===== config.mk =====
export PLATFORM = sky130hd
export DESIGN_NAME = chrisruk_msg_buffer_flat
export DESIGN_NICKNAME = d
export VERILOG_FILES = /design/src/rtl/chrisruk_matrix_pkg.sv /design/src/rtl/chrisruk_msg_buffer_if.sv /design/src/rtl/chrisruk_uart_rx.sv /design/src/rtl/chrisruk_msg_buffer.sv /design/src/flat_wrapper.sv
export SDC_FILE = /design/constraint.sdc
export NUM_CORES = 1
export LEC_CHECK = 0
export CAP_MARGIN = 10
export CORE_UTILIZATION = 56
export CTS_CLUSTER_DIAMETER = 150
export DETAILED_ROUTE_END_ITERATION = 8
export PLACE_DENSITY = 0.87
export SYNTH_ARGS = -nofsm -noshare
export SYNTH_HDL_FRONTEND = slang
export SYNTH_SLANG_ARGS = --single-unit

===== constraint.sdc =====
create_clock -name clk -period 3.1 [get_ports clk]
set_clock_uncertainty 0.2 [all_clocks]
set_input_delay 0.775 -clock clk [delete_from_list [all_inputs] [get_ports clk]]
set_output_delay 0.775 -clock clk [all_outputs]
set_load 0.02 [all_outputs]

===== src/rtl/chrisruk_matrix_pkg.sv =====
// Shared encodings for the LED-matrix message path: character codes,
// ASCII constants and receiver state type.
package chrisruk_matrix_pkg;

  typedef logic [3:0] char_t;

  localparam char_t      CHAR_BLANK  = 4'hF;
  localparam logic [7:0] ASCII_ZERO  = 8'h30;
  localparam logic [7:0] ASCII_NINE  = 8'h39;
  localparam logic [7:0] ASCII_CLEAR = 8'h0C;

  typedef enum logic [1:0] {
    RX_IDLE  = 2'd0,
    RX_START = 2'd1,
    RX_DATA  = 2'd2,
    RX_STOP  = 2'd3
  } rx_state_t;

  function automatic logic is_digit(input logic [7:0] b);
    return (b >= ASCII_ZERO) && (b <= ASCII_NINE);
  endfunction

  function automatic char_t ascii_to_char(input logic [7:0] b);
    return char_t'(b - ASCII_ZERO);
  endfunction

endpackage


===== src/rtl/chrisruk_msg_buffer_if.sv =====
// Serial input, renderer handshake and status outputs of the message buffer.
interface chrisruk_msg_buffer_if
  import chrisruk_matrix_pkg::*;
#(
  parameter int DEPTH = 16
) ();

  logic                     rx_in;
  logic                     char_next;
  char_t                    char_out;
  logic                     char_valid;
  logic [$clog2(DEPTH):0]   msg_len;
  logic                     overflow;
  logic                     frame_err;

  modport master (
    output rx_in,
    output char_next,
    input  char_out,
    input  char_valid,
    input  msg_len,
    input  overflow,
    input  frame_err
  );

  modport slave (
    input  rx_in,
    input  char_next,
    output char_out,
    output char_valid,
    output msg_len,
    output overflow,
    output frame_err
  );

endinterface


===== src/rtl/chrisruk_uart_rx.sv =====
// UART 8N1 receiver: 2-FF synchroniser, start-bit validation at half bit,
// mid-bit sampling of data and stop bits.
module chrisruk_uart_rx
  import chrisruk_matrix_pkg::*;
#(
  parameter int CLKS_PER_BIT = 4
) (
  input  logic       clk,
  input  logic       reset,
  input  logic       rx_in,
  output logic       byte_valid,
  output logic [7:0] byte_data,
  output logic       frame_err
);

  localparam int CNT_W = $clog2(CLKS_PER_BIT);
  localparam logic [CNT_W-1:0] BIT_END  = CNT_W'(CLKS_PER_BIT - 1);
  localparam logic [CNT_W-1:0] HALF_END = CNT_W'(CLKS_PER_BIT / 2 - 1);

  logic             rx_meta_r;
  logic             rx_s_r;
  logic             rx_prev_r;
  rx_state_t        state_r;
  logic [CNT_W-1:0] cnt_r;
  logic [2:0]       bit_idx_r;
  logic [7:0]       shift_r;
  logic             byte_valid_r;
  logic [7:0]       byte_data_r;
  logic             frame_err_r;

  // Synchronise the line and keep one cycle of history for edge detection.
  always_ff @(posedge clk or negedge reset) begin
    if (!reset) begin
      rx_meta_r <= 1'b1;
      rx_s_r    <= 1'b1;
      rx_prev_r <= 1'b1;
    end else begin
      rx_meta_r <= rx_in;
      rx_s_r    <= rx_meta_r;
      rx_prev_r <= rx_s_r;
    end
  end

  // Frame state machine; result strobes are single-cycle registered pulses.
  always_ff @(posedge clk or negedge reset) begin
    if (!reset) begin
      state_r      <= RX_IDLE;
      cnt_r        <= '0;
      bit_idx_r    <= 3'd0;
      shift_r      <= 8'h00;
      byte_valid_r <= 1'b0;
      byte_data_r  <= 8'h00;
      frame_err_r  <= 1'b0;
    end else begin
      byte_valid_r <= 1'b0;
      frame_err_r  <= 1'b0;
      case (state_r)
        RX_IDLE: begin
          cnt_r     <= '0;
          bit_idx_r <= 3'd0;
          if (rx_prev_r && !rx_s_r) begin
            state_r <= RX_START;
          end
        end
        RX_START: begin
          if (cnt_r == HALF_END) begin
            cnt_r   <= '0;
            state_r <= rx_s_r ? RX_IDLE : RX_DATA;
          end else begin
            cnt_r <= cnt_r + CNT_W'(1);
          end
        end
        RX_DATA: begin
          if (cnt_r == BIT_END) begin
            cnt_r   <= '0;
            shift_r <= {rx_s_r, shift_r[7:1]};
            if (bit_idx_r == 3'd7) begin
              state_r <= RX_STOP;
            end else begin
              bit_idx_r <= bit_idx_r + 3'd1;
            end
          end else begin
            cnt_r <= cnt_r + CNT_W'(1);
          end
        end
        RX_STOP: begin
          if (cnt_r == BIT_END) begin
            cnt_r   <= '0;
            state_r <= RX_IDLE;
            if (rx_s_r) begin
              byte_valid_r <= 1'b1;
              byte_data_r  <= shift_r;
            end else begin
              frame_err_r <= 1'b1;
            end
          end else begin
            cnt_r <= cnt_r + CNT_W'(1);
          end
        end
        default: begin
          state_r <= RX_IDLE;
          cnt_r   <= '0;
        end
      endcase
    end
  end

  assign byte_valid = byte_valid_r;
  assign byte_data  = byte_data_r;
  assign frame_err  = frame_err_r;

endmodule


===== src/rtl/chrisruk_msg_buffer.sv =====
// Digit message store fed by UART; plays the message back one character at a
// time in a loop, advancing on each renderer request.
module chrisruk_msg_buffer
  import chrisruk_matrix_pkg::*;
#(
  parameter int CLKS_PER_BIT = 4,
  parameter int DEPTH        = 16
) (
  input  logic                 clk,
  input  logic                 reset,
  chrisruk_msg_buffer_if.slave bus
);

  localparam int PTR_W = $clog2(DEPTH);
  localparam int LEN_W = PTR_W + 1;

  logic             byte_valid_s;
  logic [7:0]       byte_data_s;
  logic             frame_err_s;

  char_t            mem_r [DEPTH];
  logic [PTR_W-1:0] wr_ptr_r;
  logic [PTR_W-1:0] rd_ptr_r;
  logic [LEN_W-1:0] msg_len_r;
  logic             overflow_r;
  char_t            char_out_r;
  logic             char_valid_r;

  logic             digit_s;
  logic             clear_s;
  logic             append_s;
  logic             advance_s;
  char_t            new_char_s;
  logic [PTR_W-1:0] wr_nxt_s;
  logic [PTR_W-1:0] rd_nxt_s;
  logic [LEN_W-1:0] len_nxt_s;
  logic             ovf_nxt_s;
  char_t            disp_nxt_s;

  chrisruk_uart_rx #(
    .CLKS_PER_BIT (CLKS_PER_BIT)
  ) u_rx (
    .clk        (clk),
    .reset      (reset),
    .rx_in      (bus.rx_in),
    .byte_valid (byte_valid_s),
    .byte_data  (byte_data_s),
    .frame_err  (frame_err_s)
  );

  // Decode the received byte and compute next pointer/length state.
  always_comb begin
    digit_s    = byte_valid_s && is_digit(byte_data_s);
    clear_s    = byte_valid_s && (byte_data_s == ASCII_CLEAR);
    append_s   = digit_s && (msg_len_r != LEN_W'(DEPTH));
    advance_s  = bus.char_next && (msg_len_r != {LEN_W{1'b0}});
    new_char_s = ascii_to_char(byte_data_s);
    wr_nxt_s   = wr_ptr_r;
    rd_nxt_s   = rd_ptr_r;
    len_nxt_s  = msg_len_r;
    ovf_nxt_s  = overflow_r;
    if (clear_s) begin
      wr_nxt_s  = {PTR_W{1'b0}};
      rd_nxt_s  = {PTR_W{1'b0}};
      len_nxt_s = {LEN_W{1'b0}};
      ovf_nxt_s = 1'b0;
    end else begin
      if (append_s) begin
        wr_nxt_s  = wr_ptr_r + PTR_W'(1);
        len_nxt_s = msg_len_r + LEN_W'(1);
      end else if (digit_s) begin
        ovf_nxt_s = 1'b1;
      end else begin
        ovf_nxt_s = overflow_r;
      end
      // The wrap test deliberately uses the length before any same-cycle append.
      if (advance_s) begin
        if (({1'b0, rd_ptr_r} + LEN_W'(1)) == msg_len_r) begin
          rd_nxt_s = {PTR_W{1'b0}};
        end else begin
          rd_nxt_s = rd_ptr_r + PTR_W'(1);
        end
      end else begin
        rd_nxt_s = rd_ptr_r;
      end
    end
  end

  // Character that will be on display next cycle, including a same-cycle write.
  always_comb begin
    disp_nxt_s = CHAR_BLANK;
    if (len_nxt_s == {LEN_W{1'b0}}) begin
      disp_nxt_s = CHAR_BLANK;
    end else if (append_s && (wr_ptr_r == rd_nxt_s)) begin
      disp_nxt_s = new_char_s;
    end else begin
      disp_nxt_s = mem_r[rd_nxt_s];
    end
  end

  // Pointer, length and output registers.
  always_ff @(posedge clk or negedge reset) begin
    if (!reset) begin
      wr_ptr_r     <= {PTR_W{1'b0}};
      rd_ptr_r     <= {PTR_W{1'b0}};
      msg_len_r    <= {LEN_W{1'b0}};
      overflow_r   <= 1'b0;
      char_out_r   <= CHAR_BLANK;
      char_valid_r <= 1'b0;
    end else begin
      wr_ptr_r     <= wr_nxt_s;
      rd_ptr_r     <= rd_nxt_s;
      msg_len_r    <= len_nxt_s;
      overflow_r   <= ovf_nxt_s;
      char_out_r   <= disp_nxt_s;
      char_valid_r <= (len_nxt_s != {LEN_W{1'b0}});
    end
  end

  // Message store.
  always_ff @(posedge clk or negedge reset) begin
    if (!reset) begin
      for (int i = 0; i < DEPTH; i++) begin
        mem_r[i] <= CHAR_BLANK;
      end
    end else if (append_s) begin
      mem_r[wr_ptr_r] <= new_char_s;
    end
  end

  assign bus.char_out   = char_out_r;
  assign bus.char_valid = char_valid_r;
  assign bus.msg_len    = msg_len_r;
  assign bus.overflow   = overflow_r;
  assign bus.frame_err  = frame_err_s;

endmodule


===== src/flat_wrapper.sv =====
// flat-port wrapper written by rule: the top's interface ports become plain ports
module chrisruk_msg_buffer_flat import chrisruk_matrix_pkg::*;
#(
  parameter int CLKS_PER_BIT = 4,
  parameter int DEPTH        = 16
)
  (clk, reset, bus_rx_in, bus_char_next, bus_char_out, bus_char_valid, bus_msg_len, bus_overflow, bus_frame_err);
  chrisruk_msg_buffer_if #(.DEPTH(DEPTH)) bus_i ();
  input  logic clk;
  input  logic reset;
  input wire logic [$bits(bus_i.rx_in)-1:0] bus_rx_in;
  input wire logic [$bits(bus_i.char_next)-1:0] bus_char_next;
  output wire logic [$bits(bus_i.char_out)-1:0] bus_char_out;
  output wire logic [$bits(bus_i.char_valid)-1:0] bus_char_valid;
  output wire logic [$bits(bus_i.msg_len)-1:0] bus_msg_len;
  output wire logic [$bits(bus_i.overflow)-1:0] bus_overflow;
  output wire logic [$bits(bus_i.frame_err)-1:0] bus_frame_err;
  assign bus_i.rx_in = bus_rx_in;
  assign bus_i.char_next = bus_char_next;
  assign bus_char_out = bus_i.char_out;
  assign bus_char_valid = bus_i.char_valid;
  assign bus_msg_len = bus_i.msg_len;
  assign bus_overflow = bus_i.overflow;
  assign bus_frame_err = bus_i.frame_err;
  chrisruk_msg_buffer #(.CLKS_PER_BIT(CLKS_PER_BIT), .DEPTH(DEPTH)) u_core (.clk(clk), .reset(reset), .bus(bus_i));
endmodule

== After elaboration in Yosys (flattened, before gate mapping) ==
Index checks and enable logic that the tools add are counted.
Word-level totals
  flip-flop bits (word level): 111
  input bits: 4
  output and inout bits: 12
  logic and storage cells: 122
Cells by class
  add/subtract/negate cells: 7
  order comparisons: 5
  eq/ne operators: 17
  muxes and demuxes: 37
  bitwise operators: 2
  reductions and logical operators: 22
Operators by type and width (count)
  $bwmux W64: 1
  $mux W4: 10
  $bmux W4 S4: 1
  $demux W4 S4: 1
  $mux W2: 8
  $ne A2 B2 Y1 const B: 6
  $ge A5 B5 Y1 const B: 2
  $mux W5: 2
  $not A4 Y5: 2
  $reduce_bool A5 Y1: 2
  $mux W1: 9
  $add A4 B1 Y4 const B: 2
  $eq A8 B4 Y1 const B: 1
  $ge A8 B6 Y1 const B: 1
  $le A8 B6 Y1 const B: 1
  $logic_and A1 B1 Y1: 8
  $pmux W2 S4: 1
  $eq A2 B2 Y1 const B: 3
  $mux W3: 2
  $pmux W2 S3: 1
  $pmux W3 S2: 1
  $reduce_and A3 Y1: 2
  $reduce_bool A2 Y1: 3
  $add A4 B1 Y5 const B: 1
  other kinds (17): 19

== Longest topological paths before layout ==
  word-level depth: 11
  mapped depth: 15
  gate-level depth less buffers: 11

== Modules after synthesis ==
A second synthesis with hierarchy kept.
Unflattened totals
  cell total of the unflattened synthesis: 494
  area total of the unflattened synthesis: 5755.5 µm²
Modules (own cells, without submodules)
  chrisruk_msg_buffer: times used 1, cells each 408, area each 4598.2 µm², seq. area each 2162.1 µm²
  chrisruk_uart_rx: times used 1, cells each 86, area each 1157.4 µm², seq. area each 704.4 µm²

== Worst setup path before layout ==
No wires, ideal clock.
  kind: register to register
  start: register u_core.msg_len_r[0] (netlist: u_core.bus.msg_len[0])
  end: register u_core.char_out_r[0] (netlist: u_core.bus.char_out[0])
  library setup time: 0.096 ns
  data arrival time: 3.034 ns
  data required time: 2.804 ns
  slack: -0.230 ns
  stages on the path, launching flop included: 15
  buffers on the path: 4
  period minus slack after synthesis: 3.330 ns
  cells stage by stage: dfrtp_1 > clkbuf_1 > inv_1 > ha_1 > or4b_4 > buf_6 > and2_1 > buf_6 > xnor2_1 > or3_1 > buf_2 > a2111oi_0 > a211oi_1 > a211oi_1 > a22oi_1
Between the ends
  longest elaborated chain between the ends: 10
  elaborated cells on any way between the ends: 20
  classes of those cells: add/sub: 1; eq/ne: 3; mux: 10; bitwise: 1; reduce/logical: 5
Ends and longest elaborated chain
  from (decl): RTL line chrisruk_msg_buffer.sv:24  | logic [LEN_W-1:0] msg_len_r;
  from (signal assigned): RTL line chrisruk_msg_buffer.sv:106  | msg_len_r <= {LEN_W{1'b0}};
  from (signal assigned): RTL line chrisruk_msg_buffer.sv:113  | msg_len_r <= len_nxt_s;
  $eq A5 B5 Y1 or $reduce_bool A5 Y1 (tied branches): RTL line chrisruk_msg_buffer.sv:78, chrisruk_msg_buffer.sv:56
  $mux W4 or $logic_and A1 B1 Y1 (tied branches): RTL line chrisruk_msg_buffer.sv:78, chrisruk_msg_buffer.sv:56
  $mux W4: RTL line chrisruk_msg_buffer.sv:77  | if (advance_s) begin
  $mux W4: RTL line chrisruk_msg_buffer.sv:62  | if (clear_s) begin
  $not A4 Y5 (not written as such): RTL line chrisruk_msg_buffer.sv:97  | disp_nxt_s = mem_r[rd_nxt_s];
  $bmux W4 S4: RTL line chrisruk_msg_buffer.sv:97
  $mux W4 (not written as such) (2 in a row): RTL line chrisruk_msg_buffer.sv:97
  $mux W4: RTL line chrisruk_msg_buffer.sv:94  | end else if (append_s && (wr_ptr_r == rd_nxt_s)) begin
  $mux W4 *: RTL line chrisruk_msg_buffer.sv:92  | if (len_nxt_s == {LEN_W{1'b0}}) begin
  via u_core.disp_nxt_s[0]: RTL line chrisruk_msg_buffer.sv:38  | char_t disp_nxt_s;
  to (signal assigned): RTL line chrisruk_msg_buffer.sv:115  | char_out_r <= disp_nxt_s;
  to (decl): RTL line chrisruk_msg_buffer.sv:26  | char_t char_out_r;
The timed path passes the listed nets; every way through them passes the cells marked *. The select of a mux whose other input is x is not followed.
A chain may end at the register's enable or synchronous reset.

== Worst setup path after layout ==
  start: register u_core.msg_len_r[0] (netlist: u_core.bus.msg_len[0])
  end: register u_core.char_out_r[2] (netlist: u_core.bus.char_out[2])
Between the ends
  longest elaborated chain between the ends: 10
  elaborated cells on any way between the ends: 20
  classes of those cells: add/sub: 1; eq/ne: 3; mux: 10; bitwise: 1; reduce/logical: 5
Ends and longest elaborated chain
  $eq A5 B5 Y1 or $reduce_bool A5 Y1 (tied branches): RTL line chrisruk_msg_buffer.sv:78, chrisruk_msg_buffer.sv:56
  $mux W4 or $logic_and A1 B1 Y1 (tied branches): RTL line chrisruk_msg_buffer.sv:78, chrisruk_msg_buffer.sv:56
  $mux W4 *: RTL line chrisruk_msg_buffer.sv:77
  $mux W4 *: RTL line chrisruk_msg_buffer.sv:62
  via u_core.rd_nxt_s[0]: RTL line chrisruk_msg_buffer.sv:35  | logic [PTR_W-1:0] rd_nxt_s;
  $not A4 Y5 (not written as such): RTL line chrisruk_msg_buffer.sv:97
  $bmux W4 S4: RTL line chrisruk_msg_buffer.sv:97
  $mux W4 (not written as such) (2 in a row): RTL line chrisruk_msg_buffer.sv:97
  $mux W4 *: RTL line chrisruk_msg_buffer.sv:94
  $mux W4 *: RTL line chrisruk_msg_buffer.sv:92
  via u_core.disp_nxt_s[2]: RTL line chrisruk_msg_buffer.sv:38
Marked as above.

==> flow_summary_export.csv <==
group,metric,value,unit
run_status,status,"finished, final reports clean",
setup_path,reg2reg_from,"u_core.bus.msg_len[0]",
power_and_ir_drop,leakagePower,2.548,nW
global_routing,antenna_found_initial,0,
detailed_routing,routed_wl,14100,um
setup_path,timing.rr.end,"u_core.bus.char_out[2]",
cts,cts.path.max_buffers,2,
power_and_ir_drop,finalPower,0.002776,W
synthesis,async_flop_share,100.0,%
detailed_routing,wl_per_cell,19.32,um
hold_path,min_from,"u_core.u_rx.rx_meta_r",
setup_path,crit_family,"simple AND/OR/NAND/NOR gates",
cts,clock-sinks,111,
setup_path,worstSetupPathType,"flip-flop to flip-flop",
hold_path,min_to,"u_core.u_rx.rx_s_r",
synthesis,yosys-top-cells-area,"dfstp_2 33%, dfrtp_1 18%, nand2_1 7.8%",
setup_path,critPathMaxFanout,6,
synthesis,yosys.area.top_type_share,33.43,%
setup_path,arrival,3190,ps
synthesis,synthCells,552,
timing,period_share,99.79,%
cts,holdBufCountCts,0,
layout,nFillCells,695,
power_and_ir_drop,ir_worst_vdd,0.0005771,V
die,coreArea,0.009729,mm^2
global_routing,grt_pass1_wl,22090,um
synthesis,yosysWarnings,0,
synthesis,syn_area,0.005580,mm^2
layout,synthToLayoutAreaGrowth,18.99,%
setup_path,crit_required,3200,ps
setup_path,worstPathCellList,"inv_4 > ha_4 > or4b_4 > and2_4 > xnor2_2 > or3_4 > clkinv_8 > buf_4 > nor2_1 > a32oi_1 > a22oi_1 > a22oi_1",
layout,multi_input_area,0.002784,mm^2
cts,cts_tree,"yes",
timing,setup_viol,0,
timing,finalMaxSlewViolations,0,
synthesis,synth.distinct_cells,61,
setup_path,reg2regPathDepth,12,
layout,drive_gt1_share,30.15,%
global_routing,grtUsageTotal,28.41,%
synthesis,ys_seq_elements,111,
die,die_y,101.8,um
layout,final_core_util,68.25,%
detailed_routing,num_vias,4479,
die,start_util,57.36,%
setup_path,crit_top_cell,"a22oi_1",
die,num_rows,36,
layout,nNetsFinal,608,
layout,seq_area,0.002868,mm^2
layout,antennaDiodeCount,0,
cts,cts_root_buf,"clkbuf_8",
die,die_x,101.8,um
power_and_ir_drop,powerDensity,418.0,mW/mm^2
setup_path,path_depth,12,
detailed_routing,ant_nets,0,
setup_path,critPathCaptureType,"flip-flop",
global_routing,grt_max_degree,58,
timing,fin_crit,3093,ps
synthesis,syn_nets,568,
synthesis,synth_edf_count,0,
timing,fin_tns_setup,0,ps
setup_path,critPathSlowestCell,"or4b_4",
synthesis,ys.flop_type,"dfstp_2",
detailed_routing,via_per_inst,6.136,
synthesis,ys_seq_area_share,51.37,%
cts,insertion_delay,400,ps
cts,cts_buffers,9,
timing,max_freq,0.3233,GHz
placed_design,placed_cells,707,
placed_design,placed_area,0.006201,mm^2
timing,maxSlewHeadroom,51.68,%
timing,hold_viol,0,
global_routing,overflow,0,
layout,final_cell_count_no_fill,730,
hold_path,holdPathStages,0,
synthesis,yosys.area.top_type,"dfstp_2",
setup_path,path_buf_inv,3,
synthesis,postSynthAreaPerCell,10.11,um^2
timing,rsz0062_at_grt,"true",
setup_path,slowest_delay,500,ps
layout,design_area,0.006640,mm^2
setup_path,reg2reg_setup_slack,7,ps
hold_path,hp-class,"flip-flop to flip-flop",
flow_run,maxCapViolations,0,
setup_path,worstSetupStartpointType,"flip-flop",
placed_design,dp_hpwl,9726,um
detailed_routing,drt_iter0_drc,284,
cts,path_clk_slew,110,ps
die,dieArea,0.01037,mm^2
detailed_routing,drc,0,
placed_design,numPortBuffers,15,
placed_design,gp_congestion,0.9276,
die,io_pins,16,
global_routing,grt_pass1_vias,4348,
timing,worst_pin_slew,724.8,ps
detailed_routing,drt_first_pass_iters,5,
cts,htreeDepth,3,
==> final cells by class <==
class / count / area share (%)
multi-input combinational: 396 / 41.93
clock buffer: 9 / 1.865
timing repair buffer: 55 / 7.801
sequential: 111 / 43.19
inverter: 18 / 1.319
tap: 133 / 2.506
timing repair inverter: 1 / 0.1319
clock inverter: 7 / 1.262
==> cell usage in the layout, fill, tap and decap left out, types with 4 or more instances in the layout <==
cell type	netlist	layout
nor2_1	18	17
and2_1	7	6
nand3_1	16	16
nand2_1	116	115
ha_1	12	10
a31oi_1	5	4
a211oi_1	16	13
nand4_1	6	6
inv_1	15	13
buf_4	1	34
dfrtp_1	40	39
mux2_2	8	8
clkdlybuf4s50_1	0	14
o2111a_1	9	9
clkbuf_8	0	9
xnor2_1	9	7
o21ai_0	75	75
mux2i_1	16	15
dfstp_2	71	71
a22o_1	6	6
a22oi_1	6	5
and3_1	4	4
buf_12	0	5
a21oi_1	9	7
a2111oi_4	0	9
==> per-layer routing <==
metal	vias up	global-route usage (%)	routed length, um
li1	2058	-	-
met4	0	11.76	534
met2	145	45.48	6827
met1	2226	36.73	6016
met3	50	7.798	724
met5	-	0	0
==> how the worst max path moves through the flow <==
stage                          startpoint                     end  slack [ps]
finish              u_core.bus.msg_len[0]  u_core.bus.char_out[2]           7
global route        u_core.bus.msg_len[0]  u_core.bus.char_out[2]         -80
CTS                    u_core.rd_ptr_r[0]  u_core.bus.char_out[0]          60
detailed placement          bus_char_next  u_core.bus.char_out[3]        -240
global placement            bus_char_next  u_core.bus.char_out[2]         -90
floorplan           u_core.bus.msg_len[0]  u_core.bus.char_out[0]         -20
==> stage by stage <==
stage / worst slack (ps) / hold slack, ps
final: 6.613 / 161.6
after global routing: -81.06 / 166.9
after CTS: 60.70 / 164.1
after detailed placement: -238.4 / 149.0
after global placement: -85.48 / 148.4
after floorplan: -24.11 / 145.2
==> repair_timing <==
item | CTS | global route
pin swaps | 2 | 10
setup buffers | 1 | 5
gates cloned | 0 | 1
resized for setup | 8 | 21
endpoints found under the setup margin | 4 | 4
==> sequential cells by signal, indices dropped and copies added, names as in the netlist, 2 cells and up, named ones only <==
name,count
u_core.mem_r,64
u_core.u_rx.byte_data,8
u_core.wr_ptr_r,4
u_core.rd_ptr_r,4
u_core.u_rx.shift_r,8
u_core.bus.char_out,4
u_core.u_rx.cnt_r,2
u_core.bus.msg_len,5
u_core.u_rx.bit_idx_r,3
==> kinds of logic (layout without fill, tap and decap cells) <==
logic type / count (synthesis) / in the layout / share of synthesized area (%)
flip-flops: 111 / 111 / 51.37
XOR/XNOR: 12 / 12 / 2.018
multiplexers: 24 / 24 / 4.484
AND/OR/NAND/NOR: 189 / 189 / 15.54
buffers and inverters: 45 / 90 / 4.036
adder cells (fa/ha/maj): 12 / 12 / 2.691
AO/OA/AOI/OAI: 159 / 159 / 19.87
==> report_power, final <==
part           leakage (nW)  switching (W)  internal [W]
Sequential             1.28      0.0000919       0.00153
Combinational          1.16       0.000126      0.000115
Clock                 0.105       0.000531      0.000385
==> Yosys cell counts, types with 12 or more instances <==
library cell	number
nor2_1	18
o21ai_0	75
clkbuf_1	16
dfrtp_1	40
nand2_1	116
nand3_1	16
dfstp_2	71
mux2i_1	16
a211oi_1	16
ha_1	12
inv_1	15
Power figures use the tool's default switching activity.
